<file path="src/rtl/alu_mul_sequencer.sv">
// Shift-and-add multiplier controller that borrows the shared ALU adder for one job at a time.
// Produces the low WIDTH bits of op_a*op_b after exactly WIDTH accumulate iterations.
module alu_mul_sequencer #(
  parameter int WIDTH = 32
) (
  input  logic             clk,
  input  logic             reset,
  input  logic             start,
  input  logic [WIDTH-1:0] op_a,
  input  logic [WIDTH-1:0] op_b,
  output logic             busy,
  output logic             done,
  output logic [WIDTH-1:0] product,
  output logic             alu_own,
  output logic [WIDTH-1:0] alu_operand_A,
  output logic [WIDTH-1:0] alu_operand_B,
  output logic [2:0]       alu_control,
  input  logic [WIDTH-1:0] alu_result
);

  localparam int CNT_W = (WIDTH > 1) ? $clog2(WIDTH) : 1;
  localparam logic [CNT_W-1:0] CNT_LAST = CNT_W'(WIDTH - 1);
  localparam logic [2:0] ALU_ADD = 3'b100;
  localparam logic [2:0] ALU_NOP = 3'b000;

  typedef enum logic [1:0] {
    S_IDLE,
    S_RUN,
    S_DONE
  } state_e;

  state_e           state_q, state_d;
  logic [WIDTH-1:0] p_q, p_d;
  logic [WIDTH-1:0] m_q, m_d;
  logic [WIDTH-1:0] q_q, q_d;
  logic [WIDTH-1:0] product_q, product_d;
  logic [CNT_W-1:0] cnt_q, cnt_d;

  // NOTE: every next-state signal gets its hold value first, so no path leaves one unassigned (no latch).
  always_comb begin
    state_d   = state_q;
    p_d       = p_q;
    m_d       = m_q;
    q_d       = q_q;
    cnt_d     = cnt_q;
    product_d = product_q;
    case (state_q)
      S_IDLE: begin
        if (start) begin
          m_d     = op_a;
          q_d     = op_b;
          p_d     = '0;
          cnt_d   = '0;
          state_d = S_RUN;
        end
      end
      S_RUN: begin
        if (q_q[0]) p_d = alu_result;
        m_d   = m_q << 1;
        q_d   = q_q >> 1;
        cnt_d = cnt_q + CNT_W'(1);
        // The last iteration's sum is taken straight from the ALU so no extra cycle is spent.
        if (cnt_q == CNT_LAST) begin
          product_d = q_q[0] ? alu_result : p_q;
          state_d   = S_DONE;
        end
      end
      S_DONE:  state_d = S_IDLE;
      default: state_d = S_IDLE;
    endcase
  end

  // NOTE: sequential state uses non-blocking assignments so all registers update from pre-edge values.
  always_ff @(posedge clk) begin
    if (reset) begin
      state_q   <= S_IDLE;
      p_q       <= '0;
      m_q       <= '0;
      q_q       <= '0;
      cnt_q     <= '0;
      product_q <= '0;
    end else begin
      state_q   <= state_d;
      p_q       <= p_d;
      m_q       <= m_d;
      q_q       <= q_d;
      cnt_q     <= cnt_d;
      product_q <= product_d;
    end
  end

  // ALU-facing outputs are forced to zero whenever the ALU is not owned by this block.
  always_comb begin
    busy          = (state_q == S_RUN);
    done          = (state_q == S_DONE);
    alu_own       = busy;
    alu_operand_A = busy ? p_q : '0;
    alu_operand_B = busy ? m_q : '0;
    alu_control   = (busy && q_q[0]) ? ALU_ADD : ALU_NOP;
    product       = product_q;
  end

endmodule

</file>
<file path="config.mk">
export PLATFORM = sky130hd
export DESIGN_NAME = alu_mul_sequencer
export DESIGN_NICKNAME = d
export VERILOG_FILES = /design/src/rtl/alu_mul_sequencer.sv
export SDC_FILE = /design/constraint.sdc
export NUM_CORES = 1
export LEC_CHECK = 0
export ABC_AREA = 1
export ABC_CLOCK_PERIOD_IN_PS = 1900
export BUFFER_PORTS_ARGS = -buffer_cell sky130_fd_sc_hd__buf_2
export CAP_MARGIN = 0
export CORE_ASPECT_RATIO = 0.6
export CORE_MARGIN = 2
export CORE_UTILIZATION = 51
export DETAILED_ROUTE_END_ITERATION = 16
export HOLD_SLACK_MARGIN = 0.02
export PLACE_DENSITY = 0.8
export SETUP_SLACK_MARGIN = 0.15
export SYNTH_ARGS = -nofsm -noshare
export SYNTH_HDL_FRONTEND = slang
export SYNTH_SLANG_ARGS = --single-unit
</file>
<file path="constraint.sdc">
create_clock -name clk -period 1.9 [get_ports clk]
set_clock_uncertainty 0.1 [all_clocks]
set_input_delay 0.095 -clock clk [delete_from_list [all_inputs] [get_ports clk]]
set_output_delay 0.095 -clock clk [all_outputs]
set_load 0.05 [all_outputs]
</file>
* Word-level counts from Yosys, hierarchy flattened
Index checks and enable logic that the tools add are counted.
Word-level totals: register bits after elaboration 135, output and inout port bits 102
Cells by class: add/subtract/negate cells 1, equal/unequal tests 5, muxes and demuxes 15, reductions and logical operators 6
Operator list (number):
- 32-bit two-way mux | 6
- 32-bit one-hot mux with 2 select lines | 3
- 5-bit one-hot mux with 2 select lines | 1
- 2-bit AND reduction | 3
- 5-bit by 1-bit adder with 5-bit output, second input constant | 1
- 5-bit equality test, second input constant | 1
- 5-bit two-way mux | 1
- 2-bit two-way mux | 2
- 2-bit one-hot mux with 2 select lines | 1
- 3-bit two-way mux | 1
- 2-bit by 1-bit equality test with 1-bit output, second input constant | 1
- 2-bit equality test, second input constant | 1
- 2-bit logical NOT | 1
- 2-bit by 1-bit inequality test with 1-bit output, second input constant | 1
- 2-bit inequality test, second input constant | 1
- 2-bit nonzero test | 1
- 1-bit logical AND | 1

* Logic depth before layout (Yosys ltp)
depth after elaboration 3, mapped depth 9

* Worst setup path before layout
OpenSTA, ideal clock, no wires.
kind register to output, start reg state_q[1], end out alu_operand_A[10], data arrival time 1598 ps, path slack 107 ps, cell stages (with the launch flop) 7, buffers on the path 3, path through dfxtp_1 inv_2 nand2_1 buf_2 buf_2 buf_2 nor2_1
On the way: word-level cells in the longest chain between the ends 2
Ends and longest elaborated chain:
- from (decl) | line 32 | state_e state_q, state_d;
- from (signal assigned) | line 83 | state_q <= state_d;
- 2-bit by 1-bit equality test with 1-bit output | line 94 | busy = (state_q == S_RUN);
- 32-bit two-way mux | line 97 | alu_operand_A = busy ? p_q : '0;
- to (decl) | line 15 | output logic [WIDTH-1:0] alu_operand_A,
Every way passes these cells.

* Worst setup path in the final report
start reg state_q[1], end out alu_operand_B[15]
On the way: word-level cells in the longest chain between the ends 2
Ends and longest elaborated chain:
- 2-bit by 1-bit equality test with 1-bit output | line 94
- 32-bit two-way mux | line 98 | alu_operand_B = busy ? m_q : '0;
- to (decl) | line 16 | output logic [WIDTH-1:0] alu_operand_B,
Every way passes these cells.

==> flow_summary.ini <==
[synth]
ys_ff_latch = 135
syn_inst = 1004
yosys.area.top_type_share = 0.426
synth_xor_area_frac = 0
synthesis.area_sq_um = 6350
yosys.area_share.adder = 0.00394
yosysWarnings = 0
synth-compound-area-share = 0.0800
muxShareOfSynthArea = 0
ys_top_cells_by_area = dfxtp_1, nand2_1, nand3_1
synth_top_family_by_area = simple AND/OR/NAND/NOR gates
synthSimpleGateAreaFrac = 0.367
syn_area_per_cell_sq_um = 6.32
ys_seq_area_frac = 0.426
ys_types = 19
synth_area_leader_cell = dfxtp_1

[setup_path]
path_buf_inv = 4
arrival_ns = 1.57
crit_path_max_fanout = 7
crit_type = register to primary output
crit_family = buffers and inverters
path_cells = nor2_4 > buf_6 > clkbuf_16 > nand2_2 > inv_2 > buf_8
crit_slowest_cell = dfxtp_2
critPathRequiredTime_ns = 1.70
slowest_delay_ns = 0.36
critPathCaptureType = primary output
cp-start-kind = register

[global_routing]
grt_usage = 0.305
busiest_layer = met2
met3_usage = 0.0672
grt_use_met1 = 0.396
grt_pass1_vias = 7050
gr-usage-met2 = 0.507
grt_pass1_wl_mm = 33.3
grt_max_degree = 60
antenna_found_initial = 0
grt-ovfl-total = 0

[floorplanning]
rows = 31
die_y_um = 90.4
die_x_um = 148
io_pins = 201
die_area_sq_um = 13400
start_util = 0.524
core-area_sq_um = 12100

[final_layout]
layout.nets = 1377
multiInputGateArea_sq_um = 2960
seq_area_sq_um = 2710
fin_area_sq_um = 9690
syn_to_final_growth_pct = 52.6
insertedDiodeCount = 0
drive_gt1_frac = 0.239
nFillCells = 824

[detailed_routing]
dr.pass1.iters = 5
drt_iter0_drc = 656
wirelength_mm = 21.9
antenna_left = 0
vias_per_cell = 5.18
drc_errors = 0
vias = 7536
routedWlPerCell_um = 15.0

[power_and_ir_drop]
p_seq_frac = 0.394
p_per_area_nw_per_um2 = 791
switchingPower_mw = 2.04
comb_power_share = 0.168
cellLeakagePower_nw = 4.72
pwr-share-clk = 0.438
ir_worst_vdd_mv = 0.614
p_sw_frac = 0.266
p_int_mw = 5.63

[timing]
maxSlewViolCount = 0
max_freq_mhz = 565
rsz0062_at_grt = yes
period_minus_slack_ns = 1.77
min_period_over_period = 0.931
worst_pin_slew_ns = 0.694
fin_setup_tns_ns = 0
hold_viol_final = 0
slew_headroom = 0.537
setup_viol = 0

[placed_design]
hpwl_mm = 11.7
numPortBuffers = 198
gp_congestion = 0.852
place_area_sq_um = 7510

[hold_path]
min_path_type = input pin to register

[clock_tree]
numCtsBuffers = 17
clock_sinks = 135
clk_latency_ns = 0.40
cts_max_path_buffers = 2
cts_tree = done
cts-root-buf = clkbuf_16
cts.clk_slew.worst_paths_ns = 0.05
htreeDepth = 4

[flow_run]
maxCapViolCount = 0

[status]
status = finished, final reports clean
path summary, 6_finish.rpt:
check / start / to / slack (ns) / cells past startpoint
worst max-delay path: state_q[1]$_SDFFE_PP0P_ / alu_operand_B[15] / 0.13 / 6
worst min-delay path: start / m_q[0]$_SDFFE_PP0P_ / 0.03 / 4
worst max register to register: cnt_q[0]$_SDFFE_PP0P_ / product[12]$_SDFFE_PP0P_ / 0.30 / 9
worst min register to register: cnt_q[0]$_SDFFE_PP0P_ / cnt_q[0]$_SDFFE_PP0P_ / 0.35 / 1
state kept, by name, indices dropped and copies added (netlist names):
signal   cells
m_q         32
product     32
q_q         32
state_q      2
p_q         32
cnt_q        5
cells in the final DEF (no fill, tap or decap), drive strengths merged, types with 7 or more instances in the layout:
master       Yosys  routed
dlygate4sd3      0      94
dfxtp          135     135
nor2           149     149
clkbuf          28      29
nand3          134     134
clkinv           0       7
inv            119     119
a21oi           38      38
buf             44     219
o21ai           62      62
nand2          290     290
cell usage after synthesis (all sizes together):
cell    number
o21a         1
inv        119
ha           2
conb         1
buf         44
nand3      134
dfxtp      135
nor2       149
clkbuf      28
a21oi       38
nor3         1
nand2      290
o21ai       62
cells by family after synthesis:
logic type,Yosys count
AOI/OAI and AO/OA,101
adders and majority gates,2
DFF,135
and+or+nand+nor,574
buffers and inverters,191
other,1
area by class of cell:
type,count,share of cell area
Timing Repair Buffer,324,0.284
Multi-Input combinational cell,679,0.305
Sequential cell,135,0.280
Tap cell,165,0.0213
Clock buffer,20,0.0471
Clock inverter,12,0.0156
Inverter,119,0.0466
power groups by stage:
stage | combinational [mW] | clock [mW] | sequential (mW)
4_1_cts | 1.19 | 3.38 | 3.01
6_report | 1.29 | 3.36 | 3.02
3_3_place_gp | 0.929 | 0 | 3.07
2_1_floorplan | 0.644 | 0 | 3.04
3_5_place_dp | 0.937 | 0 | 3.07
5_1_grt | 1.39 | 3.50 | 3.03
stage by stage:
stage / util / hold WS, ns / worst slack (ns) / instances / total power [mW]
3_3_place_gp: 0.621 / 0.247 / 0.258 / 1314 / 4.00
3_5_place_dp: 0.621 / 0.258 / 0.206 / 1314 / 4.01
2_1_floorplan: - / 0.138 / 0.107 / 1005 / 3.69
4_1_cts: 0.776 / 0.0260 / 0.137 / 1448 / 7.57
5_1_grt: 0.800 / 0.0239 / 0.0847 / 1454 / 7.91
6_report: 0.800 / 0.0303 / 0.132 / 1454 / 7.67
worst register-to-register path: stages (launching register included):
cell	delay (ns)
dfxtp_2	0.35
ha_1	0.17
inv_1	0.07
nor3_2	0.12
ha_2	0.21
nand3_1	0.09
inv_2	0.11
clkbuf_16	0.19
nand2_1	0.07
nand2_1	0.07
metal layers:
layer | up-vias | share of wire | wire, um
met5 | - | 0 | 0
met4 | 0 | 0.024 | 519
met3 | 59 | 0.095 | 2080
met2 | 437 | 0.46 | 10100
met1 | 3396 | 0.42 | 9160
li1 | 3644 | - | -
repair_timing:
action                                 in CTS  in global routing
pin swaps                                   1                  2
setup buffers                               5                  4
gates cloned                                3                  2
resized for setup                          67                 93
hold buffers                               94                  0
endpoints found under the hold margin     116                  0
setup endpoints to repair                  67                 99
Power figures use the tool's default switching activity.
